**src/rtl/mem_port_arbiter.sv**
```systemverilog
// Shared single-port memory sequencer for the IF and MEM stages.
// Data has priority over fetch, with a starvation escape for IF.
module mem_port_arbiter #(
  parameter int ADDR_W       = 32,
  parameter int DATA_W       = 32,
  parameter int MEM_LATENCY  = 2,
  parameter int STARVE_LIMIT = 4
) (
  input  logic              clk,
  input  logic              reset,
  input  logic              if_req,
  input  logic [ADDR_W-1:0] if_addr,
  output logic [DATA_W-1:0] if_rdata,
  output logic              if_valid,
  input  logic              d_req,
  input  logic              d_we,
  input  logic [ADDR_W-1:0] d_addr,
  input  logic [DATA_W-1:0] d_wdata,
  output logic [DATA_W-1:0] d_rdata,
  output logic              d_valid,
  output logic              mem_en,
  output logic              mem_we,
  output logic [ADDR_W-1:0] mem_addr,
  output logic [DATA_W-1:0] mem_wdata,
  input  logic [DATA_W-1:0] mem_rdata,
  output logic              stall_if,
  output logic              stall_mem
);

  localparam int CW = 4;
  localparam int SW = $clog2(STARVE_LIMIT + 1);
  localparam logic [CW-1:0] LOAD_CNT = CW'(MEM_LATENCY - 1);
  localparam logic [SW-1:0] LIMIT = SW'(STARVE_LIMIT);

  typedef enum logic [1:0] {
    IDLE,
    ISSUE,
    WAIT
  } state_t;

  state_t state_q;
  state_t state_d;

  logic          owner_d_q;
  logic          we_q;
  logic [CW-1:0] wait_q;
  logic [SW-1:0] starve_q;

  logic if_elig;
  logic d_elig;
  logic grant_d;
  logic grant_if;
  logic busy;
  logic done;

  assign if_elig  = if_req & ~if_valid;
  assign d_elig   = d_req & ~d_valid;
  assign grant_d  = d_elig & ~(if_elig & (starve_q == LIMIT));
  assign grant_if = if_elig & ~grant_d;

  assign busy = (state_q == ISSUE) | (state_q == WAIT);
  // The count spans the ISSUE cycle, so latency 1 completes out of ISSUE.
  assign done = busy & (wait_q == '0);

  assign stall_if  = if_req & ~if_valid;
  assign stall_mem = d_req & ~d_valid;

  always_ff @(posedge clk or negedge reset) begin
    if (!reset) begin
      state_q <= IDLE;
    end else begin
      state_q <= state_d;
    end
  end

  always_comb begin
    state_d = state_q;
    unique case (state_q)
      IDLE: begin
        if (grant_d | grant_if) begin
          state_d = ISSUE;
        end
      end
      ISSUE: begin
        state_d = done ? IDLE : WAIT;
      end
      WAIT: begin
        if (done) begin
          state_d = IDLE;
        end
      end
      default: begin
        state_d = IDLE;
      end
    endcase
  end

  always_ff @(posedge clk or negedge reset) begin
    if (!reset) begin
      owner_d_q <= 1'b0;
      we_q      <= 1'b0;
      wait_q    <= '0;
      starve_q  <= '0;
      mem_en    <= 1'b0;
      mem_we    <= 1'b0;
      mem_addr  <= '0;
      mem_wdata <= '0;
      if_valid  <= 1'b0;
      d_valid   <= 1'b0;
      if_rdata  <= '0;
      d_rdata   <= '0;
    end else begin
      mem_en   <= 1'b0;
      mem_we   <= 1'b0;
      if_valid <= 1'b0;
      d_valid  <= 1'b0;
      if (state_q == IDLE) begin
        if (grant_if || !if_req) begin
          starve_q <= '0;
        end else if (grant_d && starve_q != LIMIT) begin
          starve_q <= starve_q + 1'b1;
        end
        if (grant_d || grant_if) begin
          owner_d_q <= grant_d;
          we_q      <= grant_d & d_we;
          mem_en    <= 1'b1;
          mem_we    <= grant_d & d_we;
          mem_addr  <= grant_d ? d_addr : if_addr;
          mem_wdata <= grant_d ? d_wdata : '0;
          wait_q    <= LOAD_CNT;
        end
      end else if (done) begin
        if (owner_d_q) begin
          d_valid <= 1'b1;
          if (!we_q) begin
            d_rdata <= mem_rdata;
          end
        end else begin
          if_valid <= 1'b1;
          if_rdata <= mem_rdata;
        end
      end else if (busy) begin
        wait_q <= wait_q - 1'b1;
      end
    end
  end

endmodule

```
**config.mk**
```make
export PLATFORM = sky130hd
export DESIGN_NAME = mem_port_arbiter
export DESIGN_NICKNAME = d
export VERILOG_FILES = /design/src/rtl/mem_port_arbiter.sv
export SDC_FILE = /design/constraint.sdc
export NUM_CORES = 1
export LEC_CHECK = 0
export ABC_AREA = 1
export BUFFER_PORTS_ARGS = -buffer_cell sky130_fd_sc_hd__buf_4
export CORE_AREA = 2 2 109 137
export CTS_BUF_LIST = sky130_fd_sc_hd__clkbuf_8 sky130_fd_sc_hd__clkbuf_16
export CTS_CLUSTER_DIAMETER = 150
export CTS_CLUSTER_SIZE = 14
export DETAILED_ROUTE_END_ITERATION = 16
export DIE_AREA = 0 0 111 139
export PLACE_DENSITY = 0.73
export SLEW_MARGIN = 20
export SYNTH_ARGS = -nofsm -noshare
export SYNTH_HDL_FRONTEND = slang
export SYNTH_SLANG_ARGS = --single-unit
```
**constraint.sdc**
```tcl
create_clock -name clk -period 3.8 [get_ports clk]
set_input_delay 0.76 -clock clk [delete_from_list [all_inputs] [get_ports clk]]
set_output_delay 0.76 -clock clk [all_outputs]
set_load 0.02 [all_outputs]
```
==> impl_metrics.csv, run 1 <==
group,metric,value,unit
global_route,grt-ovfl-total,0,
die,die_x,111,um
yosys,synth-seq-area-share,57.11,%
finish,n_antenna_cell,0,
clock_network,cts_hold_buf,0,
sta,fin_hold_ws,0.4219,ns
sta,worst_slew_pin_slew,0.9330,ns
sta,hold_violations,0,
worst_setup_path,critPathKind,"flop to flop",
yosys,synth_area_leaders,"dfrtp_1, nand2_1, inv_1, nand3b_1, nand3_1",
sta,setup_viol,0,
finish,drive_above_1_share,31.17,%
global_route,grt_util_all_layers,21.96,%
clock_network,clock_latency,0.42,ns
die,io_pins,267,
routing,vias_per_cell,4.740,
sta,slew_headroom,37.80,%
clock_network,postCtsSetupBuffers,0,
finish,multi_input_area,2106,um2
yosys,avgSynthCellArea,8.560,um2
yosys,mappedNetlistArea,6266,um2
global_route,grt_pass1_vias,5441,
yosys,synthesis.nets,873,
die,die_y,139,um
sta,setup-tns-final,0,ns
power,p_leak,5.024,nW
sta,final.min_clock_period,2.323,ns
flow_run,cap_viol_max_count,0,
worst_setup_path,worstPathMaxFanout,65,
power,powerDensity,888.9,nW/um2
yosys,synth_cells,732,
yosys,yosysWarningCount,0,
worst_setup_path,reg2reg_to,"mem_addr[4]",
die,row_count,49,
die,core_region_area,14160,um2
worst_setup_path,worstPathRequired,4.09,ns
worst_setup_path,crit_path_end_kind,"flop",
worst_setup_path,critPathLaunchType,"flop",
clock_network,ctsHtreeMaxLevel,4,
clock_network,clkSlewWorstSetupHoldPaths,0.06,ns
worst_hold_path,hold_class,"input pin to asynchronous set/reset pin",
routing,post_drt_wl_per_cell,14.07,um
worst_setup_path,reg2reg_depth,7,
status,status,"completed",
yosys,synth_top_area_share,57.11,%
routing,drc,0,
placed_design,portBuffers,266,
global_route,antenna_found_initial,0,
sta,drv_slew,0,
worst_setup_path,crit_path_start,"state_q[0]",
worst_setup_path,arrival,2.61,ns
routing,antenna_left,0,
power,vdd_ir_drop_max,0.0005117,V
die,die-area,15430,um2
global_route,grt_pass1_wl,27160,um
finish,num-nets-final,1129,
worst_setup_path,cp-endpoint,"mem_addr[4]",
routing,drt-initial-drc-count,423,
clock_network,root_buffer,"clkbuf_16",
sta,fin_skew,0.01075,ns
placed_design,globalplace.congestion,0.8320,
clock_network,clockBufferDepth,2,
finish,regArea,3578,um2
worst_setup_path,regToRegSetupSlack,1.48,ns
sta,period_share,61.14,%
clock_network,cts_tree,"built",
yosys,ys_types,21,
sta,rsz0062_at_grt,"no",
finish,fillCellCount,1243,
clock_network,cts_inserted_buffers,17,
placed_design,dp_hpwl,11530,um
yosys,ys_seq_elements,143,
sta,fmax,0.4304,GHz
yosys,yosys.area.top_type,"dfrtp_1",
routing,wirelength,16590,um
routing,vias,5589,
routing,first_pass_iters,4,
clock_network,clock_sinks,143,
clock_network,cts.repair.resized,0,
die,start_util,44.24,%
global_route,grt_max_degree,112,
worst_setup_path,reg2reg_from,"state_q[0]",
finish,areaGrowthSynthToFinish,41.25,%
[routing by layer]
layer | global-route usage [%] | routed length (um) | up-vias | part of all wire, %
li1 | - | - | 2765 | -
met1 | 28.42 | 7035 | 2559 | 42
met2 | 35.29 | 7962 | 239 | 48
met3 | 6.906 | 1314 | 26 | 7.9
met4 | 7.237 | 278 | 0 | 1.7
met5 | 0 | 0 | - | 0
[registers in the layout (all words and copies together) (netlist names), 2 cells and up]
name,flops
state_q,2
wait_q,4
mem_wdata,32
if_rdata,32
starve_q,3
mem_addr,32
d_rdata,32
[stage by stage]
stage / power [mW] / cell area [um2] / utilization [%] / instances / setup WS, ns
final: 7.867 / 8851 / 62.50 / 1179 / 1.477
after global routing: 8.413 / 8851 / 62.50 / 1179 / 1.201
after CTS: 7.955 / 8847 / 62.47 / 1179 / 1.458
after detailed placement: 6.381 / 8294 / 58.57 / 1147 / 1.481
after global placement: 6.317 / 8294 / 58.57 / 1147 / 1.465
after floorplan: 4.827 / 6266 / - / 732 / 1.720
[final cells by class]
class	instances	share of cell area (%)
multi-input combinational	464	23.79
timing repair buffer	273	23.23
clock buffer	20	5.273
inverter	89	3.789
clock inverter	12	0.9754
tap	178	2.516
sequential	143	40.43
[synth_stat cells]
library cell and instances:
inv_1 82, nor2_1 13, clkinv_1 1, nand4_1 2, o21ai_1 34, nand3b_1 32, nor3b_1 1, buf_2 12
nand2_1 298, nor2_4 1, clkbuf_1 9, nand3_4 1, nand3_2 1, o21ai_0 35, inv_2 6, dfrtp_1 143
xnor2_1 1, buf_4 4, nand3_1 37, ha_1 8, buf_6 11
[how the worst min path moves through the flow]
stage	startpoint	end	slack (ns)	depth (start not counted)
floorplan	we_q	we_q	0.45	2
finish	reset	mem_addr[30]	0.42	1
detailed placement	mem_wdata[27]	mem_wdata[27]	0.47	2
global placement	mem_addr[28]	mem_addr[28]	0.46	2
global route	mem_addr[5]	mem_addr[5]	0.49	2
CTS	mem_wdata[27]	mem_wdata[27]	0.48	2
[cell usage in the layout (no fill, tap or decap), types with 4 or more instances in the layout]
master	synthesis	routed
inv_1	82	84
o21ai_1	34	34
nor2_1	13	13
nand3b_1	32	32
clkinv_4	0	4
buf_4	4	272
ha_1	8	8
clkbuf_16	0	17
o21ai_0	35	35
inv_2	6	5
nand3_1	37	37
dfrtp_1	143	143
nand2_1	298	298
clkbuf_8	0	4
[worst max-delay path: stages (launching register included)]
cell and delay, ns:
dfrtp_1 0.42, inv_1 0.09, ha_1 0.35, inv_2 0.13
nor2_4 0.14, clkinv_2 0.66, nand2_1 0.28, nand2_1 0.09
[cell families (layout without fill, tap and decap cells)]
logic type	count (synthesis)	count (layout)	synth area share (%)
flops	143	143	57.11
compound gates	69	69	5.511
xor+xnor	1	1	0.1398
buf+inv	125	394	9.285
fa+ha+maj	8	8	1.598
simple gates	386	386	26.36
[where the power goes]
| group | switching, mW | internal (mW) |
|---|---|---|
| Sequential | 0.432 | 2.28 |
| Clock | 0.651 | 0.889 |
| Combinational | 2.15 | 1.46 |
No activity file was read; power rests on OpenSTA's default activity.
==> run 2, diff against run 1 <==
--- a/config.mk
+++ b/config.mk
@@ -5,14 +5,14 @@
 export SDC_FILE = /design/constraint.sdc
 export NUM_CORES = 1
 export LEC_CHECK = 0
-export ABC_AREA = 1
+export ABC_AREA = 0
 export BUFFER_PORTS_ARGS = -buffer_cell sky130_fd_sc_hd__buf_4
-export CORE_AREA = 2 2 109 137
+export CORE_AREA = 2 2 107 135
 export CTS_BUF_LIST = sky130_fd_sc_hd__clkbuf_8 sky130_fd_sc_hd__clkbuf_16
 export CTS_CLUSTER_DIAMETER = 150
 export CTS_CLUSTER_SIZE = 14
 export DETAILED_ROUTE_END_ITERATION = 16
-export DIE_AREA = 0 0 111 139
+export DIE_AREA = 0 0 109 137
 export PLACE_DENSITY = 0.73
 export SLEW_MARGIN = 20
 export SYNTH_ARGS = -nofsm -noshare
==> constraint.sdc (replaced) <==
create_clock -name clk -period 2.15 [get_ports clk]
set_input_delay 0.43 -clock clk [delete_from_list [all_inputs] [get_ports clk]]
set_output_delay 0.43 -clock clk [all_outputs]
set_load 0.02 [all_outputs]
==> run 2 against run 1 <==
Net effect: critical path depth is the same; sequential share of layout area grew 0.14 points; global-route usage shrank 1.3 points; sequential power grew 78%; register-to-register slack lost 1.3 ns; setup slack lost 1.3 ns; first-iteration DRC count shrank 65%; synthesized cell count shrank 42%; maximum frequency grew 20%; via count shrank 20%; largest power group unchanged.
==> impl_metrics.csv, run 2 <==
group,metric,value,unit
status,status,"completed",
finish,post-route-util,64.70,%
power,p_comb_share,45.7,%
global_route,grt_pass1_wl,23700,um
die,row_count,48,
sta,drv_slew,0,
placed_design,dp.cells,855,
yosys,synthArstFlopShare,100.0,%
sta,period_share,89.68,%
routing,drc,0,
finish,final_cell_mix,"buf_4, dfrtp_1, nand2_1",
routing,first_pass_iters,5,
worst_setup_path,reg2reg_from,"state_q[0]",
clock_network,cts_inserted_buffers,17,
sta,final.min_clock_period,1.928,ns
worst_setup_path,reg2reg_to,"d_rdata[16]",
yosys,synth_top_area_share,59.51,%
worst_setup_path,regToRegSetupSlack,0.22,ns
die,die_x,109,um
yosys,synth_edf_count,0,
yosys,yosys.area.top_type,"dfrtp_1",
sta,fmax,0.5187,GHz
die,die-area,14930,um2
finish,num-nets-final,841,
routing,wirelength,15790,um
die,start_util,44.11,%
die,die_y,137,um
global_route,grt_max_degree,87,
sta,worst_slew_pin_slew,0.3951,ns
sta,fin_hold_ws,0.2365,ns
sta,rsz0062_at_grt,"no",
clock_network,cts.repair.resized,0,
placed_design,globalplace.congestion,0.8028,
sta,setup_viol,0,
worst_setup_path,crit_path_start,"state_q[0]",
flow_run,cap_viol_max_count,0,
clock_network,clock_latency,0.41,ns
placed_design,dp_hpwl,11490,um
worst_setup_path,arrival,2.22,ns
worst_setup_path,reg2reg_depth,7,
power,vdd_ir_drop_max,0.0008514,V
worst_hold_path,hold_class,"input pin to flop",
clock_network,cts_hold_buf,1,
worst_setup_path,worstPathMaxFanout,32,
power,p_leak,4.563,nW
die,io_pins,267,
die,core_region_area,13630,um2
power,finalPower,14.38,mW
clock_network,clkSlewWorstSetupHoldPaths,0.06,ns
routing,antenna_left,0,
yosys,synth.most_common_cell,"dfrtp_1",
clock_network,ctsHtreeMaxLevel,4,
sta,slew_headroom,73.66,%
routing,vias_per_cell,5.005,
yosys,ys_types,38,
global_route,grt-ovfl-total,0,
finish,drive_above_1_share,53.30,%
yosys,ys_seq_elements,143,
power,clockPowerShare,20.7,%
sta,setup-tns-final,0,ns
clock_network,cts_tree,"built",
global_route,grt_util_all_layers,20.67,%
placed_design,portBuffers,266,
routing,vias,4444,
worst_setup_path,worstPathRequired,2.44,ns
clock_network,root_buffer,"clkbuf_16",
worst_setup_path,cp-endpoint,"d_rdata[16]",
worst_setup_path,crit_path_end_kind,"flop",
worst_setup_path,critPathLaunchType,"flop",
clock_network,clock_sinks,143,
yosys,mappedNetlistArea,6013,um2
finish,areaGrowthSynthToFinish,46.69,%
yosys,synth_commonest_cells,"dfrtp_1, nand2_1, a22o_1, mux2_2, mux2i_1",
clock_network,clockBufferDepth,2,
finish,n_antenna_cell,0,
global_route,antenna_found_initial,0,
finish,final_common_cell,"buf_4",
finish,fin_cells,888,
yosys,synth_cells,428,
power,p_switching,5.393,mW
yosys,synth-seq-area-share,59.51,%
power,seqPwrFrac,33.6,%
power,swShare,37.50,%
sta,hold_violations,0,
yosys,synthesis.nets,569,
yosys,yosysWarningCount,0,
worst_hold_path,holdCritStartpoint,"d_wdata[7]",
power,p_int,8.990,mW
yosys,synth_area_leaders,"dfrtp_1, mux2_4, mux2_2, mux2i_1, a22o_1",
yosys,synth_ff_type,"dfrtp_1",
routing,drt-initial-drc-count,150,
clock_network,postCtsSetupBuffers,0,
power,powerDensity,1631,nW/um2
yosys,avgSynthCellArea,14.05,um2
worst_setup_path,critPathKind,"flop to flop",
global_route,grt_pass1_vias,4770,
routing,post_drt_wl_per_cell,17.78,um
sta,fin_skew,0.009235,ns
run 2: changes by cell type after synthesis, sizes merged, moves of 11 or more:
cell,delta
nand3,-35
inv,-76
buf,-11
nand2,-261
a22o,+34
nand3b,-30
mux2i,+33
o21ai,-34
mux2,+64
run 2: area by class of cell:
cell class                      count  area, um2
Fill cell                        1084       4812
Tap cell                          175      219.0
Clock buffer                       18      439.2
Clock inverter                     14      166.4
Timing Repair Buffer              276       2166
Sequential cell                   143       3578
Multi-Input combinational cell    250       2207
Inverter                           12      45.04
run 2: logic make-up (layout without fill, tap and decap cells):
group | count (synthesis) | count (layout) | share of synthesized area, %
multiplexers | 97 | 97 | 19.35
flip-flops | 143 | 143 | 59.51
AND/OR/NAND/NOR | 62 | 62 | 5.888
adder cells (fa/ha/maj) | 8 | 8 | 1.665
AO/OA/AOI/OAI | 83 | 83 | 9.800
buffers and inverters | 35 | 320 | 3.787
run 2: worst min-delay path by stage:
stage                     to  slack (ns)  cells after the start
6_report        mem_wdata[7]        0.24                      2
5_1_grt        mem_wdata[19]        0.22                      2
4_1_cts        mem_wdata[30]        0.22                      2
3_5_place_dp    if_rdata[24]        0.22                      1
3_3_place_gp    if_rdata[22]        0.22                      1
2_1_floorplan     d_rdata[0]        0.13                      0
run 2: power by group through the flow:
stage / Clock, mW / Combinational (mW) / Sequential [mW]
after CTS: 3.05 / 6.66 / 4.83
after global routing: 3.17 / 7.01 / 4.99
final: 2.98 / 6.58 / 4.83
after global placement: 0 / 6.44 / 4.79
after floorplan: 0 / 2.34 / 6.20
after detailed placement: 0 / 6.63 / 4.84
run 2: through the flow:
| step | cell area [um2] | worst slack (ns) |
|---|---|---|
| floorplan | 6013 | 0.3119 |
| global placement | 8205 | 0.3187 |
| detailed placement | 8205 | 0.2599 |
| CTS | 8821 | 0.2252 |
| global route | 8821 | 0.1448 |
| finish | 8821 | 0.2220 |
run 2: layer usage:
layer	global-route usage, %	part of all wire [%]
met3	6.810	9.6
met2	36.75	52
met1	22.81	37
met5	0	0
met4	7.479	2.0
run 2: worst max-delay path: stages, from the launching register on:
cell      delay, ns
dfrtp_1        0.41
inv_1          0.09
ha_1           0.35
nand3b_4       0.12
nor3_4         0.19
nand3b_4       0.11
buf_12         0.20
mux2_4         0.33
